`src/rtl/mul_final_add.sv`:
```
// Final carry-propagate adder of the M-extension multiplier: two-stage split add
// (low half, then high half plus carry) with valid/ready handshakes on both sides.
module mul_final_add #(
    parameter int XLEN  = 32,
    parameter int TAG_W = 5
) (
    input  logic                clk,
    input  logic                rst,
    input  logic                flush_i,
    input  logic                valid_i,
    output logic                ready_o,
    input  logic [2*XLEN-1:0]   sum_i,
    input  logic [2*XLEN-1:0]   carry_i,
    input  logic [1:0]          op_i,
    input  logic [TAG_W-1:0]    tag_i,
    output logic                valid_o,
    input  logic                ready_i,
    output logic [XLEN-1:0]     result_o,
    output logic [TAG_W-1:0]    tag_o
);

    // Handshake: a transfer happens on a posedge where valid and ready are both 1;
    // valid must not depend on ready, and data holds while valid=1 and ready=0.
    typedef enum logic [1:0] {
        EMPTY = 2'b00,
        ST_B  = 2'b01,
        ST_A  = 2'b10,
        ST_AB = 2'b11
    } pipe_state_e;

    pipe_state_e state;

    logic              a_vld_q, a_vld_d;
    logic [XLEN-1:0]   lo_q, lo_d;
    logic              c_q, c_d;
    logic [XLEN-1:0]   sum_hi_q, sum_hi_d;
    logic [XLEN-1:0]   carry_hi_q, carry_hi_d;
    logic [1:0]        op_q, op_d;
    logic [TAG_W-1:0]  tag_a_q, tag_a_d;

    logic              b_vld_q, b_vld_d;
    logic [XLEN-1:0]   result_q, result_d;
    logic [TAG_W-1:0]  tag_b_q, tag_b_d;

    logic              b_adv;
    logic              accept;
    logic [XLEN:0]     lo_sum;
    logic [XLEN-1:0]   hi_sum;

    assign state = pipe_state_e'({a_vld_q, b_vld_q});

    always_comb begin
        b_adv = 1'b0;
        case (state)
            EMPTY:   b_adv = 1'b0;
            ST_A:    b_adv = 1'b1;
            ST_B:    b_adv = 1'b0;
            ST_AB:   b_adv = ready_i;
            default: b_adv = 1'b0;
        endcase
    end

    assign ready_o = ~rst & ~flush_i & (~a_vld_q | b_adv);
    assign accept  = valid_i & ready_o;

    // Carry out of the top half is intentionally dropped: product is mod 2^(2*XLEN).
    assign lo_sum = {1'b0, sum_i[XLEN-1:0]} + {1'b0, carry_i[XLEN-1:0]};
    assign hi_sum = sum_hi_q + carry_hi_q + {{(XLEN-1){1'b0}}, c_q};

    always_comb begin
        a_vld_d    = a_vld_q;
        lo_d       = lo_q;
        c_d        = c_q;
        sum_hi_d   = sum_hi_q;
        carry_hi_d = carry_hi_q;
        op_d       = op_q;
        tag_a_d    = tag_a_q;
        b_vld_d    = b_vld_q;
        result_d   = result_q;
        tag_b_d    = tag_b_q;

        if (accept) begin
            lo_d       = lo_sum[XLEN-1:0];
            c_d        = lo_sum[XLEN];
            sum_hi_d   = sum_i[2*XLEN-1:XLEN];
            carry_hi_d = carry_i[2*XLEN-1:XLEN];
            op_d       = op_i;
            tag_a_d    = tag_i;
        end

        if (b_adv) begin
            result_d = (op_q == 2'b00) ? lo_q : hi_sum;
            tag_b_d  = tag_a_q;
        end

        // Flush wins over every handshake event; data regs may keep stale values.
        if (flush_i) begin
            a_vld_d = 1'b0;
            b_vld_d = 1'b0;
        end else begin
            if (accept)      a_vld_d = 1'b1;
            else if (b_adv)  a_vld_d = 1'b0;
            if (b_adv)        b_vld_d = 1'b1;
            else if (ready_i) b_vld_d = 1'b0;
        end
    end

    always_ff @(posedge clk) begin
        if (rst) begin
            a_vld_q    <= 1'b0;
            lo_q       <= '0;
            c_q        <= 1'b0;
            sum_hi_q   <= '0;
            carry_hi_q <= '0;
            op_q       <= 2'b00;
            tag_a_q    <= '0;
            b_vld_q    <= 1'b0;
            result_q   <= '0;
            tag_b_q    <= '0;
        end else begin
            a_vld_q    <= a_vld_d;
            lo_q       <= lo_d;
            c_q        <= c_d;
            sum_hi_q   <= sum_hi_d;
            carry_hi_q <= carry_hi_d;
            op_q       <= op_d;
            tag_a_q    <= tag_a_d;
            b_vld_q    <= b_vld_d;
            result_q   <= result_d;
            tag_b_q    <= tag_b_d;
        end
    end

    assign valid_o  = b_vld_q;
    assign result_o = result_q;
    assign tag_o    = tag_b_q;

endmodule

```
`config.mk`:
```
export PLATFORM = sky130hd
export DESIGN_NAME = mul_final_add
export DESIGN_NICKNAME = d
export VERILOG_FILES = /design/src/rtl/mul_final_add.sv
export SDC_FILE = /design/constraint.sdc
export NUM_CORES = 1
export LEC_CHECK = 0
export CAP_MARGIN = 10
export CORE_AREA = 8 8 123 153
export DETAILED_ROUTE_END_ITERATION = 6
export DIE_AREA = 0 0 131 161
export PLACE_DENSITY = 0.9
export SETUP_SLACK_MARGIN = 0.4
export SLEW_MARGIN = 40
export SYNTH_ARGS = -nofsm -noshare
export SYNTH_HDL_FRONTEND = slang
export SYNTH_SLANG_ARGS = --single-unit
```
`constraint.sdc`:
```
create_clock -name clk -period 4.4 [get_ports clk]
set_clock_uncertainty 0.1 [all_clocks]
set_input_delay 0.88 -clock clk [delete_from_list [all_inputs] [get_ports clk]]
set_output_delay 0.88 -clock clk [all_outputs]
set_load 0.01 [all_outputs]
```
# Word level (Yosys, flattened, before mapping)
# Cells that the tools add are included.
[word_totals]
inputBits = 140
reg_bits = 143
out_inout_bits = 39
word_cells = 35
[classes]
eq_ne = 3
n_mux = 6
n_addsub = 3
n_bitwise = 7
n_reduce_logical = 6
[ops]
columns = ["op", "count"]
rows = [
  ["$add A32 B32 Y33", 1],
  ["$add A32 B1 Y32", 1],
  ["$add A32 B32 Y32", 1],
  ["$mux W32", 1],
  ["$eq A2 B2 Y1 const B", 2],
  ["$logic_not A2 Y1", 2],
  ["$mux W1", 4],
  ["$reduce_bool A2 Y1", 2],
  ["$reduce_or A2 Y1", 2],
  ["$and A1 B1 Y1", 3],
  ["$not A1 Y1", 3],
  ["$pmux W1 S3", 1],
  ["$eq A2 B1 Y1 const B", 1],
  ["$or A1 B1 Y1", 1],
]

# Depth between registers and ports, before layout
# Gate-level depths: netlist of run 1.
[logic_depth]
depth_word = 7
mapped_depth = 11
ltp_nobuf = 11

# Least setup slack after synthesis of run 1
# Ideal clock, no wire load.
[synth_path]
kind = "input to register"
start = "in sum_i[0]"
end = "reg c_q"
t_arrival_ns = 3.299
cell_stages = 11
setup_slack_ns = 0.880
required_time_ns = 4.180
setup_time_ns = 0.120
n_path_buf = 0
path_cell_list = "ha_1 > fa_1 > a211oi_1 > o21bai_1 > a21oi_1 > o211ai_1 > a21oi_1 > o21bai_1 > a221o_1 > a211oi_1 > nor2_1"
[synth_between]
elab_chain_cells = 1
[synth_rtl]
columns = ["element", "line", "rtl"]
rows = [
  ["start: declaration", "12", "input logic [2*XLEN-1:0] sum_i,"],
  ["$add A32 B32 Y33", "67", "assign lo_sum = {1'b0, sum_i[XLEN-1:0]} + {1'b0, carry_i[XLEN-1:0]};"],
  ["end signal: assignment", "112", "c_q <= 1'b0;"],
  ["end signal: assignment", "123", "c_q <= c_d;"],
  ["end: declaration", "35", "logic c_q, c_d;"],
]
# No other way between the ends.
# A chain may end at the register's enable or synchronous reset.

# Worst setup path in the final report of run 1
[layout_path]
start = "in sum_i[0]"
end = "reg lo_q[26]"
[layout_between]
elab_chain_cells = 1
[layout_rtl]
columns = ["element", "line", "rtl"]
rows = [
  ["$add A32 B32 Y33", "67", ""],
  ["end signal: assignment", "122", "lo_q <= lo_d;"],
  ["end: declaration", "34", "logic [XLEN-1:0] lo_q, lo_d;"],
]
# No other way between the ends.

==> results of run 1 <==
[synthesized netlist by cell type, drive strengths merged, types with 8 or more instances]
| cell type | number | area share [%] |
|---|---|---|
| nand3 | 24 | 1.4 |
| a31oi | 10 | 0.75 |
| o21ai | 57 | 3.4 |
| dfxtp | 143 | 34 |
| o21a | 10 | 0.90 |
| a21oi | 159 | 9.5 |
| xnor2 | 30 | 3.1 |
| inv | 17 | 0.76 |
| nand4 | 10 | 0.75 |
| and3 | 9 | 0.67 |
| nand2 | 246 | 11 |
| o21bai | 8 | 0.72 |
| a211oi | 14 | 1.3 |
| nor3 | 15 | 0.90 |
| a21o | 35 | 3.1 |
| clkbuf | 55 | 2.5 |
| xor2 | 14 | 1.5 |
| nor2 | 67 | 3.0 |
| a311oi | 14 | 1.5 |
| nand2b | 9 | 0.67 |
| buf | 9 | 0.43 |
| ha | 62 | 9.3 |
[flip-flops by register name (all words and copies together), names as in the netlist]
name,count
carry_hi_q,32
result_o,32
a_vld_q,1
sum_hi_q,32
op_q,2
tag_o,5
c_q,1
lo_q,32
valid_o,1
tag_a_q,5
[layout by cell type (no fill, tap or decap), types with 3 or more instances in the layout]
cell	synthesis	routed
a211o_1	3	3
a211oi_1	13	13
a21o_1	35	35
a21oi_1	159	158
a311oi_1	14	14
a31oi_1	10	10
and2_1	7	6
and3_1	9	9
and4_1	5	5
buf_4	0	7
clkbuf_1	55	3
clkbuf_16	0	17
clkbuf_8	0	3
clkdlybuf4s50_1	0	177
clkinv_2	0	3
dfxtp_1	143	143
fa_1	3	3
ha_1	62	62
inv_1	16	16
nand2_1	246	245
nand2b_1	9	9
nand3_1	24	24
nand4_1	10	10
nor2_1	67	66
nor2b_1	5	4
nor3_1	15	15
nor3b_1	4	4
o211ai_1	6	6
o21a_1	10	10
o21ai_0	52	52
o21ai_1	4	4
o21bai_1	8	8
o22ai_1	3	3
o31a_1	4	4
or3_1	4	4
or4_1	3	3
xnor2_1	30	30
xor2_1	14	14
[area by class of cell]
cell class / instances / area (um2) / area share [%]
Multi-Input combinational cell: 876 / 5240 / 48.0
Sequential cell: 143 / 2860 / 26.2
Timing Repair Buffer: 187 / 1880 / 17.3
Clock buffer: 23 / 478 / 4.38
Tap cell: 220 / 275 / 2.52
Clock inverter: 9 / 108 / 0.986
Inverter: 17 / 63.8 / 0.585
[cells by family (layout without fill, tap and decap cells)]
family                   count (synthesis)  count (layout)
adder cells (fa/ha/maj)                 65              65
flip-flops                             143             143
AND/OR/NAND/NOR                        415             415
buffers and inverters                   81             236
multiplexers                             3               3
AO/OA/AOI/OAI                          349             349
XOR/XNOR                                44              44
[how the worst max path moves through the flow]
stage              from       end  slack, ns  depth (start not counted)
2_1_floorplan  sum_i[0]       c_q       0.88                         11
4_1_cts        sum_i[0]  lo_q[26]       0.60                         12
3_3_place_gp   sum_i[0]       c_q       0.21                         12
5_1_grt        sum_i[0]       c_q       0.47                         12
6_report       sum_i[0]  lo_q[26]       0.73                         12
3_5_place_dp   sum_i[0]  lo_q[26]       0.18                         12
[power groups by stage]
stage               Clock (mW)  Sequential, mW  Combinational (mW)
floorplan                    0            1.41               0.363
global placement             0            1.41               0.603
detailed placement           0            1.41               0.615
CTS                       1.43            1.38               0.621
global route              1.49            1.39               0.691
finish                    1.42            1.38               0.626
[stage by stage]
| step | hold slack (ns) | total power [mW] | setup slack, ns | utilization (%) | cell area [um2] |
|---|---|---|---|---|---|
| 3_5_place_dp | 0.347 | 2.02 | 0.178 | 62.3 | 10300 |
| 3_3_place_gp | 0.338 | 2.01 | 0.214 | 62.3 | 10300 |
| 5_1_grt | 0.373 | 3.57 | 0.468 | 66.1 | 10900 |
| 2_1_floorplan | 0.327 | 1.77 | 0.880 | - | 8380 |
| 6_report | 0.354 | 3.43 | 0.729 | 66.1 | 10900 |
| 4_1_cts | 0.355 | 3.44 | 0.602 | 65.9 | 10900 |
[critical path: stages]
cell and delay (ns):
clkdlybuf4s50_1 0.40, ha_1 0.23, fa_1 0.43, a211oi_1 0.32, o21bai_1 0.12, a21oi_1 0.24, o211ai_1 0.19, a21oi_2 0.26
o21bai_1 0.16, a31oi_1 0.22, mux2_2 0.35, o22ai_1 0.11
[metal layers]
layer  track usage (%)  vias up  routed length, um
met3              4.22       48               1430
met5                 0        -                  0
met1              28.0     3845              10100
li1                  -     4176                  -
met4              9.42        0                794
met2              36.1      277              11300
==> qor.yml, run 1 <==
via_per_inst: 5.66
syn-num-nets: 1305
overflow: 0
cts-buffers-inserted: 17
min_path_cells: 2
async_flop_share_pct: 0
cts_resized: 0
fin_setup_tns_ns: 0
grt_usage_pct: 22.3
cts-root-buf: "clkbuf_16"
synth-xor-area-share_pct: 4.60
maxSlewHeadroom_pct: 48.9
switchingPower_uw: 889
worstHoldPathType: "flop to flop"
synth_compound_area_share_pct: 25.6
area_delta_synth_final_pct: 30.2
r2r-end: "result_o[28]"
fin_crit_sh_pct: 83.4
pwr-share-comb_pct: 18.3
core.rowCount: 53
synth_flop_cell: "dfxtp_1"
yosysSeqAreaShare_pct: 34.2
power_leakage_nw: 4.28
drtAntennaViolNets: 0
rsz0062_at_grt: "no"
crit_required_ns: 4.64
synthAdderAreaFrac_pct: 9.97
worstSetupEndpointType: "flop"
firstDrtPassIters: 5
num_vias: 8346
grt_pass1_vias: 8132
place_inst: 1442
finalSetupViolCount: 0
vdd_drop_max_mv: 0.269
start_util_pct: 50.8
tightest_slew_ns: 0.766
grt_max_degree: 98
pwr-share-clk_pct: 41.4
hpwl_um: 17300
p_seq_share_pct: 40.4
cts.sinks: 143
cts_tree: "done"
worst_hold_path.endpoint: "lo_q[12]"
rr_worst_depth: 11
die_area_um2: 21100
netlist_instances: 1100
syn_area_per_cell_um2: 7.62
wl_per_cell_um: 16.0
layout_min_cycle_time_ns: 3.67
hold_start: "lo_q[12]"
synth_area_um2: 8380
nFillCells: 1354
ys_ff_latch: 143
synth_top_family_by_area: "compound AO/OA/AOI/OAI gates"
n_antenna_cell: 0
arrival_ns: 3.91
hold_buffers: 0
finalWirelength_um: 23600
startpoint_type: "input port"
layout.nets: 1447
ys_warn_count: 0
path_class: "input port to flop"
die_x_um: 131
route.detailed.drc: 0
synthSimpleGateAreaFrac_pct: 21.6
synth_edf_count: 0
cp_max_fo: 3
status: "complete, no violations"
finalHoldViolations: 0
p_int_mw: 2.54
drtIter0Drc: 634
fin_cells: 1475
core_um2: 16500
r2r-start: "c_q"
clk_path_buf_depth: 2
muxShareOfSynthArea_pct: 0.373
worstSkewPairLatency_ns: 0.42
drive_above_1_share_pct: 4.46
portBuffers: 178
drv_cap: 0
grt_pass1_wl_um: 38700
p_per_area_nw_per_um2: 314
ys_types: 64
place_congestion: 0.889
fmax_ghz: 0.272
antenna_found_initial: 0
clkSlewWorstSetupHoldPaths_ns: 0.06
cts_setup_buffers: 0
r2r_slack_ns: 0.89
io_pins: 179
htreeDepth: 4
die_y_um: 161
swShare_pct: 25.9
slew_violations: 0
No activity file was read; power rests on OpenSTA's default activity.
==> run 2, diff against run 1 <==
==> constraint.sdc (replaced) <==
create_clock -name clk -period 3.47 [get_ports clk]
set_clock_uncertainty 0.1 [all_clocks]
set_input_delay 0.694 -clock clk [delete_from_list [all_inputs] [get_ports clk]]
set_output_delay 0.694 -clock clk [all_outputs]
set_load 0.01 [all_outputs]
==> qor.yml, run 2 (synthesized netlist as in run 1, its figures left out) <==
status: "complete, no violations"
place_inst: 1464  # +1.5%
multi_input_area_um2: 5380  # +2.7%
grt_max_degree: 80  # -18%
layout_min_cycle_time_ns: 3.08
wl_per_cell_um: 16.3  # +1.8%
cp_max_fo: 4  # +1
final-seq-area_um2: 2860  # about the same
antenna_found_initial: 0  # unchanged
finalWirelength_um: 24500  # +3.6%
place_congestion: 0.886  # -0.37%
clkSlewWorstSetupHoldPaths_ns: 0.07  # about the same
die_x_um: 131  # unchanged
worstSkewPairLatency_ns: 0.42  # about the same
hpwl_um: 18100  # +4.8%
layout.nets: 1474  # +1.9%
cts-root-buf: "clkbuf_16"
overflow: 0  # unchanged
fin_setup_tns_ns: 0  # unchanged
via_per_inst: 5.63  # -0.48%
worstHoldPathType: "flop to flop"
path_class: "flop to flop"
start_util_pct: 50.8  # unchanged
tightest_slew_ns: 0.713  # -0.0529 ns
grt_pass1_wl_um: 39200  # +1.5%
drive_above_1_share_pct: 8.58  # +4.1 points
final_common_cell: "nand2_1"
route.detailed.drc: 0  # unchanged
finalSetupViolCount: 0  # unchanged
cts.sinks: 143  # unchanged
core_um2: 16500  # unchanged
power_leakage_nw: 4.46  # +4.2%
grt_pass1_vias: 8337  # +2.5%
fmax_ghz: 0.325
worstSetupEndpointType: "flop"
io_pins: 179  # unchanged
vdd_drop_max_mv: 0.331  # +23%
worstSetupEndpoint: "result_o[31]"
grt_usage_pct: 22.6  # +0.38 points
drv_cap: 0  # unchanged
fin_cells: 1502  # +1.8%
crit_required_ns: 3.69  # -0.95 ns
clk_path_buf_depth: 2  # unchanged
drtAntennaViolNets: 0  # unchanged
hold_buffers: 0  # unchanged
timing.hold.ws_ns: 0.350  # -0.00348 ns
finalHoldViolations: 0  # unchanged
arrival_ns: 3.30  # -0.61 ns
min_path_cells: 2  # unchanged
rr_worst_depth: 10  # -1
placedInstanceArea_um2: 10500  # +1.7%
nFillCells: 1294  # -4.4%
area_delta_synth_final_pct: 34.4
r2r_slack_ns: 0.39  # -0.50 ns
crit_path_start: "c_q"
startpoint_type: "flop"
num_vias: 8458  # +1.3%
firstDrtPassIters: 5  # unchanged
maxSlewHeadroom_pct: 52.4  # +3.5 points
cts_tree: "done"
cts-buffers-inserted: 17  # unchanged
die_area_um2: 21100  # unchanged
core.rowCount: 53  # unchanged
slew_violations: 0  # unchanged
htreeDepth: 4  # unchanged
r2r-end: "result_o[31]"
fin_area_um2: 11300  # +3.3%
p_per_area_nw_per_um2: 395  # +26%
drtIter0Drc: 605  # -4.6%
rsz0062_at_grt: "yes"
n_antenna_cell: 0  # unchanged
final_cell_mix: "nand2_1 (245), clkdlybuf4s50_1 (171), a21oi_1 (155)"
r2r-start: "c_q"
fin_crit_sh_pct: 88.7
portBuffers: 178  # unchanged
die_y_um: 161  # unchanged
## run 2: cell types whose count changed in the layout (fill, tap and decap cells not counted), moves of 4 or more
cell             delta
buf_4              +28
clkdlybuf4s50_1     -6
inv_6               +5
o21ai_0             -5
a211oi_1            -4
a211oi_2            +4
dlymetal6s2s_1      +4
## run 2: layout make-up
class	count	share of cell area, %
Sequential cell	143	25.4
Multi-Input combinational cell	876	47.8
Timing Repair Buffer	214	18.5
Clock buffer	17	3.78
Clock inverter	15	1.56
Tap cell	220	2.44
Inverter	17	0.566
## run 2: worst min-delay path by stage
stage | slack (ns) | startpoint | endpoint
after floorplan | 0.33 | lo_q[24] | lo_q[24]
after global routing | 0.36 | tag_a_q[1] | tag_o[1]
after CTS | 0.35 | tag_a_q[1] | tag_o[1]
after global placement | 0.34 | tag_a_q[4] | tag_o[4]
final | 0.35 | tag_a_q[1] | tag_o[1]
after detailed placement | 0.35 | tag_a_q[0] | tag_o[0]
## run 2: per-stage QoR
step	utilization [%]	power [mW]	setup slack, ns
after CTS	67.3	4.44	0.407
after global routing	68.2	4.63	0.308
final	68.2	4.45	0.391
after global placement	63.4	2.58	-0.126
after floorplan	-	2.25	0.402
after detailed placement	63.4	2.60	-0.153
## run 2: metal layers
metal | GRT usage (%) | up-vias | routed length (um)
met5 | 0 | - | 0
met4 | 9.16 | 0 | 772
met3 | 4.29 | 52 | 1410
met2 | 38.1 | 275 | 12000
met1 | 27.5 | 3913 | 10300
li1 | - | 4218 | -
## run 2: timing repair
action,4_1_cts,5_1_grt
resized for setup,12,24
pin swaps,17,28
endpoints found under the setup margin,10,17
buffers inserted,2,3
## run 2: power by group
| part | internal, mW | switching [mW] | leakage, nW | total, mW |
|---|---|---|---|---|
| registers | 1.71 | 0.0446 | 1.16 | 1.76 |
| clock network | 1.08 | 0.766 | 0.286 | 1.85 |
| logic | 0.424 | 0.421 | 3.01 | 0.846 |
| total | 3.22 | 1.23 | 4.46 | 4.45 |
## run 2: worst max-delay path, stage by stage, from the launching register on
cell	delay (ns)
dfxtp_2	0.35
fa_2	0.45
a211oi_2	0.28
o31a_1	0.20
o31a_1	0.26
o211a_4	0.23
o21ai_2	0.09
a21boi_2	0.20
o21ai_2	0.08
or4_1	0.47
a31o_2	0.24
==> run 3, diff against run 2 <==
--- a/config.mk
+++ b/config.mk
@@ -6,12 +6,12 @@
 export NUM_CORES = 1
 export LEC_CHECK = 0
 export CAP_MARGIN = 10
-export CORE_AREA = 8 8 123 153
+export CORE_AREA = 2 2 117 147
 export DETAILED_ROUTE_END_ITERATION = 6
-export DIE_AREA = 0 0 131 161
+export DIE_AREA = 0 0 119 149
 export PLACE_DENSITY = 0.9
 export SETUP_SLACK_MARGIN = 0.4
-export SLEW_MARGIN = 40
+export SLEW_MARGIN = 20
 export SYNTH_ARGS = -nofsm -noshare
 export SYNTH_HDL_FRONTEND = slang
 export SYNTH_SLANG_ARGS = --single-unit
==> qor.yml, run 3 (synthesized netlist as in run 1, its figures left out) <==
status: "complete, no violations"
min_path_cells: 2  # unchanged
num_vias: 8515  # +0.67%
antenna_found_initial: 0  # unchanged
drtIter0Drc: 586  # -3.1%
layout_min_cycle_time_ns: 3.01  # -0.0736 ns
power_leakage_nw: 4.43  # -0.67%
overflow: 0  # unchanged
crit_required_ns: 3.69  # about the same
final_cell_mix: "nand2_1 (245), clkdlybuf4s50_1 (173), a21oi_1 (155)"
worstHoldPathType: "flop to flop"
n_antenna_cell: 0  # unchanged
fin_crit_sh_pct: 86.6  # -2.1 points
post-place-ws_ns: -0.261  # -0.108 ns
finalHoldViolations: 0  # unchanged
path_class: "flop to flop"
portBuffers: 178  # unchanged
timing.hold.ws_ns: 0.358  # +0.00818 ns
io_pins: 179  # unchanged
p_per_area_nw_per_um2: 397  # +0.48%
fmax_ghz: 0.333  # +2.4%
worstSkewPairLatency_ns: 0.42  # about the same
place_congestion: 0.905  # +2.1%
clkSlewWorstSetupHoldPaths_ns: 0.06  # about the same
drive_above_1_share_pct: 8.18  # -0.40 points
startpoint_type: "flop"
grt_pass1_vias: 8039  # -3.6%
r2r_slack_ns: 0.46  # +0.07 ns
start_util_pct: 50.8  # unchanged
layout.nets: 1475  # +0.068%
tightest_slew_ns: 0.806  # +0.0934 ns
die_area_um2: 17700  # -16%
finalWirelength_um: 23000  # -6.0%
die_x_um: 119  # -9.2%
grt_usage_pct: 25.7  # +3.1 points
die_y_um: 149  # -7.5%
drv_cap: 0  # unchanged
clk_path_buf_depth: 2  # unchanged
rsz0062_at_grt: "yes"
via_per_inst: 5.67  # +0.61%
vdd_drop_max_mv: 0.436  # +32%
cp_max_fo: 4  # unchanged
core.rowCount: 53  # unchanged
finalSetupViolCount: 0  # unchanged
fin_util_pct: 67.9  # -0.27 points
placedInstanceArea_um2: 10500  # about the same
hold_buffers: 0  # unchanged
setup_slack_ns: 0.465  # +0.0736 ns
core_um2: 16500  # unchanged
fin_setup_tns_ns: 0  # unchanged
fin_area_um2: 11200  # -0.40%
firstDrtPassIters: 5  # unchanged
drtAntennaViolNets: 0  # unchanged
htreeDepth: 4  # unchanged
cts_tree: "done"
cts-root-buf: "clkbuf_16"
grt_max_degree: 76  # -5.0%
grt_pass1_wl_um: 37700  # -4.0%
final_common_cell: "nand2_1"
maxSlewHeadroom_pct: 46.2  # -6.2 points
area_delta_synth_final_pct: 33.9
arrival_ns: 3.22  # -0.08 ns
rr_worst_depth: 10  # unchanged
slew_violations: 0  # unchanged
wl_per_cell_um: 15.3  # -6.0%
route.detailed.drc: 0  # unchanged
worstSetupEndpointType: "flop"
hpwl_um: 16700  # -7.6%
cts-buffers-inserted: 17  # unchanged
cts.sinks: 143  # unchanged
[run 3: critical path, cell delays in order, from the launching register on]
cell      delay (ns)
dfxtp_2         0.36
fa_2            0.42
a211oi_2        0.27
o31a_1          0.21
o31a_1          0.21
o211a_4         0.21
o21ai_2         0.10
a21boi_2        0.17
o21ai_1         0.11
or4_1           0.49
a31o_2          0.25
[run 3: path summary, 6_finish.rpt]
check | start | end
worst max register to register | c_q | result_o[31]
worst min-delay path | lo_q[12] | lo_q[12]
worst max-delay path | c_q | result_o[31]
worst min register to register | lo_q[12] | lo_q[12]
[run 3: what timing repair did]
item	4_1_cts	5_1_grt
gates cloned	0	0
pin swaps	18	16
setup endpoints to repair	13	19
gates resized for setup	16	11
setup buffers	4	4
[run 3: metal layers]
layer	track usage (%)	wire length, um	part of all wire [%]
met1	33.0	9930	43
met2	43.8	11200	49
met3	4.05	1320	5.7
met4	9.46	551	2.4
met5	0	0	0
[run 3: cell type report]
cell class	count	area, um2
clock buffer	22	484
clock inverter	10	128
fill	1277	5290
inverter	17	63.8
multi-input combinational	876	5330
sequential	143	2860
tap	220	275
timing repair buffer	215	2080
[run 3: power breakdown]
group          switching, mW  total [mW]  leakage, nW  internal (mW)
logic                  0.414       0.835         2.98          0.421
registers             0.0452        1.76         1.16           1.71
clock network          0.719        1.86        0.294           1.14
total                   1.18        4.45         4.43           3.28
[run 3: metrics by stage]
| stage | instances | power [mW] |
|---|---|---|
| 6_report | 1503 | 4.45 |
| 5_1_grt | 1503 | 4.63 |
| 4_1_cts | 1499 | 4.45 |
| 3_5_place_dp | 1463 | 2.60 |
| 3_3_place_gp | 1463 | 2.58 |
| 2_1_floorplan | 1100 | 2.25 |
